--- src/rtl/mac_accum.sv ---
// ---------------------------------------------------------------------------
// mac_accum
//
// Accumulates a programmable number of consecutive unsigned products coming
// from the registered 16x16 multiplier and presents each completed sum on a
// valid/ready output port with a sticky carry-out (overflow) flag.
//
// Ports
//   clk        rising-edge clock
//   rst_n      asynchronous active-low reset (deassertion synchronised outside)
//   cfg_len    products per sum, sampled with a block's first product; 0 -> 1
//   in_valid   in_prod carries a product
//   in_ready   block can accept a product this cycle (state decode only)
//   in_prod    unsigned product from the multiplier
//   out_valid  out_sum / out_ovf carry a completed block
//   out_ready  downstream accepts the completed block
//   out_sum    completed sum, modulo 2^ACC_W
//   out_ovf    some addition in the block carried out of ACC_W bits
//   busy       a block is in progress or waiting to be taken
// ---------------------------------------------------------------------------
module mac_accum #(
    parameter int PROD_W = 32,
    parameter int ACC_W  = 40,
    parameter int LEN_W  = 8
) (
    input  logic              clk,
    input  logic              rst_n,
    input  logic [LEN_W-1:0]  cfg_len,
    input  logic              in_valid,
    output logic              in_ready,
    input  logic [PROD_W-1:0] in_prod,
    output logic              out_valid,
    input  logic              out_ready,
    output logic [ACC_W-1:0]  out_sum,
    output logic              out_ovf,
    output logic              busy
);

    localparam logic [1:0] ST_IDLE = 2'd0;
    localparam logic [1:0] ST_ACC  = 2'd1;
    localparam logic [1:0] ST_HOLD = 2'd2;

    logic [1:0]       state_q, state_d;
    logic [ACC_W-1:0] acc_q, acc_d;
    logic             ovf_q, ovf_d;
    // One bit wider than the length so a full-length block never wraps.
    logic [LEN_W:0]   cnt_q, cnt_d;
    logic [LEN_W-1:0] len_q, len_d;

    logic [ACC_W:0]   prodExt;
    logic [ACC_W:0]   sumWide;
    logic [LEN_W:0]   cntInc;
    logic [LEN_W-1:0] lenEff;
    logic             inXfer;
    logic             outXfer;

    // Handshake decodes come straight from the registered state, so in_ready
    // never depends on in_valid.
    assign in_ready  = (state_q != ST_HOLD);
    assign out_valid = (state_q == ST_HOLD);
    assign busy      = (state_q != ST_IDLE);
    assign out_sum   = acc_q;
    assign out_ovf   = ovf_q;

    assign inXfer  = in_valid && in_ready;
    assign outXfer = out_valid && out_ready;

    // Zero-extend the product to ACC_W+1 bits; the extra top bit of the sum
    // is the carry out of the accumulator.
    always_comb begin
        prodExt                 = '0;
        prodExt[PROD_W-1:0]     = in_prod;
    end

    assign sumWide = {1'b0, acc_q} + prodExt;
    assign cntInc  = cnt_q + 1'b1;
    // A zero length would never complete, so it is promoted to one.
    assign lenEff  = (cfg_len == '0) ? LEN_W'(1) : cfg_len;

    // Next-state logic: start a block in IDLE, add products in ACC, and hold
    // the finished sum in HOLD until the downstream takes it.
    always_comb begin
        state_d = state_q;
        acc_d   = acc_q;
        ovf_d   = ovf_q;
        cnt_d   = cnt_q;
        len_d   = len_q;
        case (state_q)
            ST_IDLE: begin
                if (inXfer) begin
                    acc_d   = prodExt[ACC_W-1:0];
                    ovf_d   = 1'b0;
                    cnt_d   = LEN_W'(1) + (LEN_W+1)'(0);
                    len_d   = lenEff;
                    state_d = (lenEff == LEN_W'(1)) ? ST_HOLD : ST_ACC;
                end
            end
            ST_ACC: begin
                if (inXfer) begin
                    acc_d = sumWide[ACC_W-1:0];
                    ovf_d = ovf_q | sumWide[ACC_W];
                    cnt_d = cntInc;
                    if (cntInc == {1'b0, len_q}) begin
                        state_d = ST_HOLD;
                    end
                end
            end
            ST_HOLD: begin
                if (outXfer) begin
                    state_d = ST_IDLE;
                end
            end
            default: begin
                state_d = ST_IDLE;
            end
        endcase
    end

    // State registers; reset abandons any partial block immediately.
    always_ff @(posedge clk or negedge rst_n) begin
        if (!rst_n) begin
            state_q <= ST_IDLE;
            acc_q   <= '0;
            ovf_q   <= 1'b0;
            cnt_q   <= '0;
            len_q   <= '0;
        end else begin
            state_q <= state_d;
            acc_q   <= acc_d;
            ovf_q   <= ovf_d;
            cnt_q   <= cnt_d;
            len_q   <= len_d;
        end
    end

endmodule
--- config.mk ---
export PLATFORM = sky130hd
export DESIGN_NAME = mac_accum
export DESIGN_NICKNAME = d
export VERILOG_FILES = /design/src/rtl/mac_accum.sv
export SDC_FILE = /design/constraint.sdc
export NUM_CORES = 1
export LEC_CHECK = 0
export BUFFER_PORTS_ARGS = -buffer_cell sky130_fd_sc_hd__buf_2
export CORE_MARGIN = 5
export CORE_UTILIZATION = 57
export CTS_BUF_LIST = sky130_fd_sc_hd__clkbuf_8 sky130_fd_sc_hd__clkbuf_16
export CTS_CLUSTER_DIAMETER = 150
export DETAILED_ROUTE_END_ITERATION = 6
export PLACE_DENSITY = 0.82
export SETUP_SLACK_MARGIN = 0.4
export SYNTH_ARGS = -nofsm -noshare
export SYNTH_HDL_FRONTEND = slang
export SYNTH_SLANG_ARGS = --single-unit
--- constraint.sdc ---
create_clock -name clk -period 2.8 [get_ports clk]
set_input_delay 0.28 -clock clk [delete_from_list [all_inputs] [get_ports clk]]
set_output_delay 0.28 -clock clk [all_outputs]
set_load 0.05 [all_outputs]
==> impl_metrics.tcl <==
set metrics [dict create \
    rr_worst_depth 13 \
    postSynthAreaPerCell_um2 8.500 \
    cp_max_fo 5 \
    synthToLayoutAreaGrowth_pct 28.86 \
    hold_viol 0 \
    drt_iter0_markers 278 \
    outcome "completed" \
    dr.pass1.iters 6 \
    yosysSeqAreaShare_pct 31.77 \
    io_buffers 87 \
    fin_skew_ns 0.008822 \
    grt_pass1_wl_um 22490 \
    setup_ws_ns 0.04514 \
    antenna_found_initial 1 \
    fmaxAchievable_mhz 363.0 \
    synth_nets 634 \
    crit_type "register to register" \
    final_layout_size_suffix_gt1_share_pct 35.93 \
    ys_ff_latch 60 \
    r2r_setup_slack_ns 0.05 \
    worst_setup_path_start_kind "register" \
    final_util_pct 74.87 \
    synth_area_leaders "dfrtp_1 32%, ha_1 8.7%, a21oi_1 5.6%" \
    fin_cells 773 \
    period_share_pct 98.39 \
    peakVddDrop_mv 0.9560 \
    drv_cap 0 \
    gp_congestion 0.9116 \
    ys_types 63 \
    cts_sinks 60 \
    root_buffer "clkbuf_8" \
    cts_tree "done" \
    fillers 569 \
    vias 4803 \
    critPathRequiredTime_ns 3.04 \
    drv_slew 0 \
    period_needed_ns 2.755 \
    clk_pin_slew_ns 0.08 \
    reg2reg_from "out_sum[0]" \
    ys.flop_type "dfrtp_1" \
    cp-end-kind "register" \
    die_h_um 101.1 \
    tightest_slew_ns 0.7839 \
    numCtsBuffers 9 \
    worstPathArrival_ns 2.99 \
    die-area_um2 10210 \
    final_cell_area_um2 6090 \
    gr-total-overflow 0 \
    hold_buffers 0 \
    vias_per_cell 6.213 \
    die_x_um 101.1 \
    start_util_pct 58.10 \
    synth_most_common_cell "nand2_1" \
    yosys-top-cells-count "70 x nand2_1, 60 x dfrtp_1, 53 x a21oi_1, 53 x o21ai_0, 44 x nor2_1" \
    syn_area_um2 4726 \
    wl_um 14370 \
    wire_per_inst_um 18.60 \
    nets 741 \
    htreeDepth 3 \
    ant_nets 0 \
    power_density_nw_per_um2 1355 \
    synth_cells 556 \
    holdWs_ns 0.08978 \
    io_pins 88 \
    dpl-instance-area_um2 5399 \
    num_antenna_cells 0 \
    clock_latency_ns 0.35 \
    r2r-end "out_sum[34]" \
    dp_hpwl_um 9364 \
    track_usage_pct 27.18 \
    async_reset_ff_share_pct 100.0 \
    hold_class "primary input to async pin" \
    drc 0 \
    grt_pass1_vias 4817 \
    dpl.cell_count 731 \
    dp_slack_ns 0.04340 \
    yosysWarnings 0 \
    synth_largest_area_cell "dfrtp_1" \
    yosysTopAreaCellShare_pct 31.77 \
    setup-violations-final 0 \
    cts.path.max_buffers 2 \
    rsz0062_at_grt "yes" \
    leakage_nw 2.780 \
    core_area_um2 8134 \
    synth-edff-count 0 \
    rows 33 \
    grt_max_degree 61 \
    slew_headroom_pct 47.74 \
]
## cells in the final DEF (no fill, tap or decap), types with 4 or more instances in the layout
master / n
mux2_2: 7
ha_4: 13
dfrtp_2: 21
nor2_2: 4
clkbuf_8: 10
nor2b_1: 4
a31oi_1: 6
inv_1: 11
nor2_1: 41
o21bai_1: 4
nand3_1: 13
nor3_1: 7
o21ai_2: 7
xnor2_1: 22
a21oi_2: 12
buf_2: 87
mux2i_1: 18
nand4_1: 9
a21oi_1: 40
buf_6: 6
a21o_1: 16
buf_4: 28
xor2_1: 18
ha_1: 18
o21ai_1: 13
and3_1: 10
nand2_1: 70
a31oi_4: 5
dfrtp_1: 39
o21ai_0: 36
o31ai_1: 5
## per-layer routing
layer,up-vias,global-route usage [%],part of all wire (%)
met2,232,45.93,50
met3,50,6.644,7.9
met5,-,0,0.090
met4,2,10.94,2.5
li1,2221,-,-
met1,2298,33.09,39
## power by group
part | total, mW | switching (mW) | internal (mW) | leakage (nW)
sequential | 1.62 | 0.384 | 1.24 | 0.727
clock | 0.817 | 0.384 | 0.433 | 0.0983
combinational | 5.81 | 3.59 | 2.23 | 1.95
total | 8.25 | 4.35 | 3.90 | 2.78
## how the worst max path moves through the flow
stage	start	end	slack (ns)	depth (start not counted)
4_1_cts	out_sum[0]	out_sum[34]	0.17	13
2_1_floorplan	out_sum[0]	out_sum[34]	0.10	12
6_report	out_sum[0]	out_sum[34]	0.05	13
5_1_grt	out_sum[0]	out_sum[34]	-0.10	13
3_3_place_gp	in_prod[0]	out_sum[34]	0.09	13
3_5_place_dp	in_prod[0]	out_sum[34]	0.04	13
## final cells by class
| type | instances | area, um2 | area share [%] |
|---|---|---|---|
| clock buffers | 10 | 137.6 | 2.260 |
| clock inverters | 6 | 63.81 | 1.048 |
| inverters | 13 | 48.80 | 0.8013 |
| multi-input cells | 458 | 3467 | 56.93 |
| flip-flops and latches | 60 | 1528 | 25.09 |
| well taps | 105 | 131.4 | 2.157 |
| repair buffers | 121 | 713.2 | 11.71 |
## repair_timing
item | 4_1_cts | 5_1_grt
setup buffers | 19 | 7
resized for setup | 24 | 48
setup endpoints to repair | 17 | 29
pin swaps | 19 | 16
## logic make-up after synthesis
family	share of synthesized area, %
adders and majority gates	9.161
xor gates and xnor gates	7.969
DFF	31.77
buffers and inverters	3.786
AOI/OAI and AO/OA	24.44
muxes	5.481
and+or+nand+nor	17.39
## registers in the layout, summed over array words and instances (netlist names)
signal   flops
out_sum     40
cnt_q        9
len_q        8
state_q      2
out_ovf      1
## critical path, cell delays in order, from the launching register on
cell and delay, ns:
dfrtp_2 0.40, ha_4 0.14, inv_2 0.04, fa_2 0.35, nand2b_4 0.16, a21oi_4 0.15
o2111ai_2 0.14, a211oi_2 0.32, o21ai_2 0.13, a311oi_2 0.30, buf_4 0.20, nand4_1 0.11
xor2_1 0.16, nor2_1 0.05
## through the flow
stage               power (mW)  setup TNS, ns
floorplan                5.439              0
global placement         6.344              0
detailed placement       6.488              0
CTS                      7.716              0
global route             8.754        -0.2975
finish                   8.253              0
(Power assumes the default switching activity.)
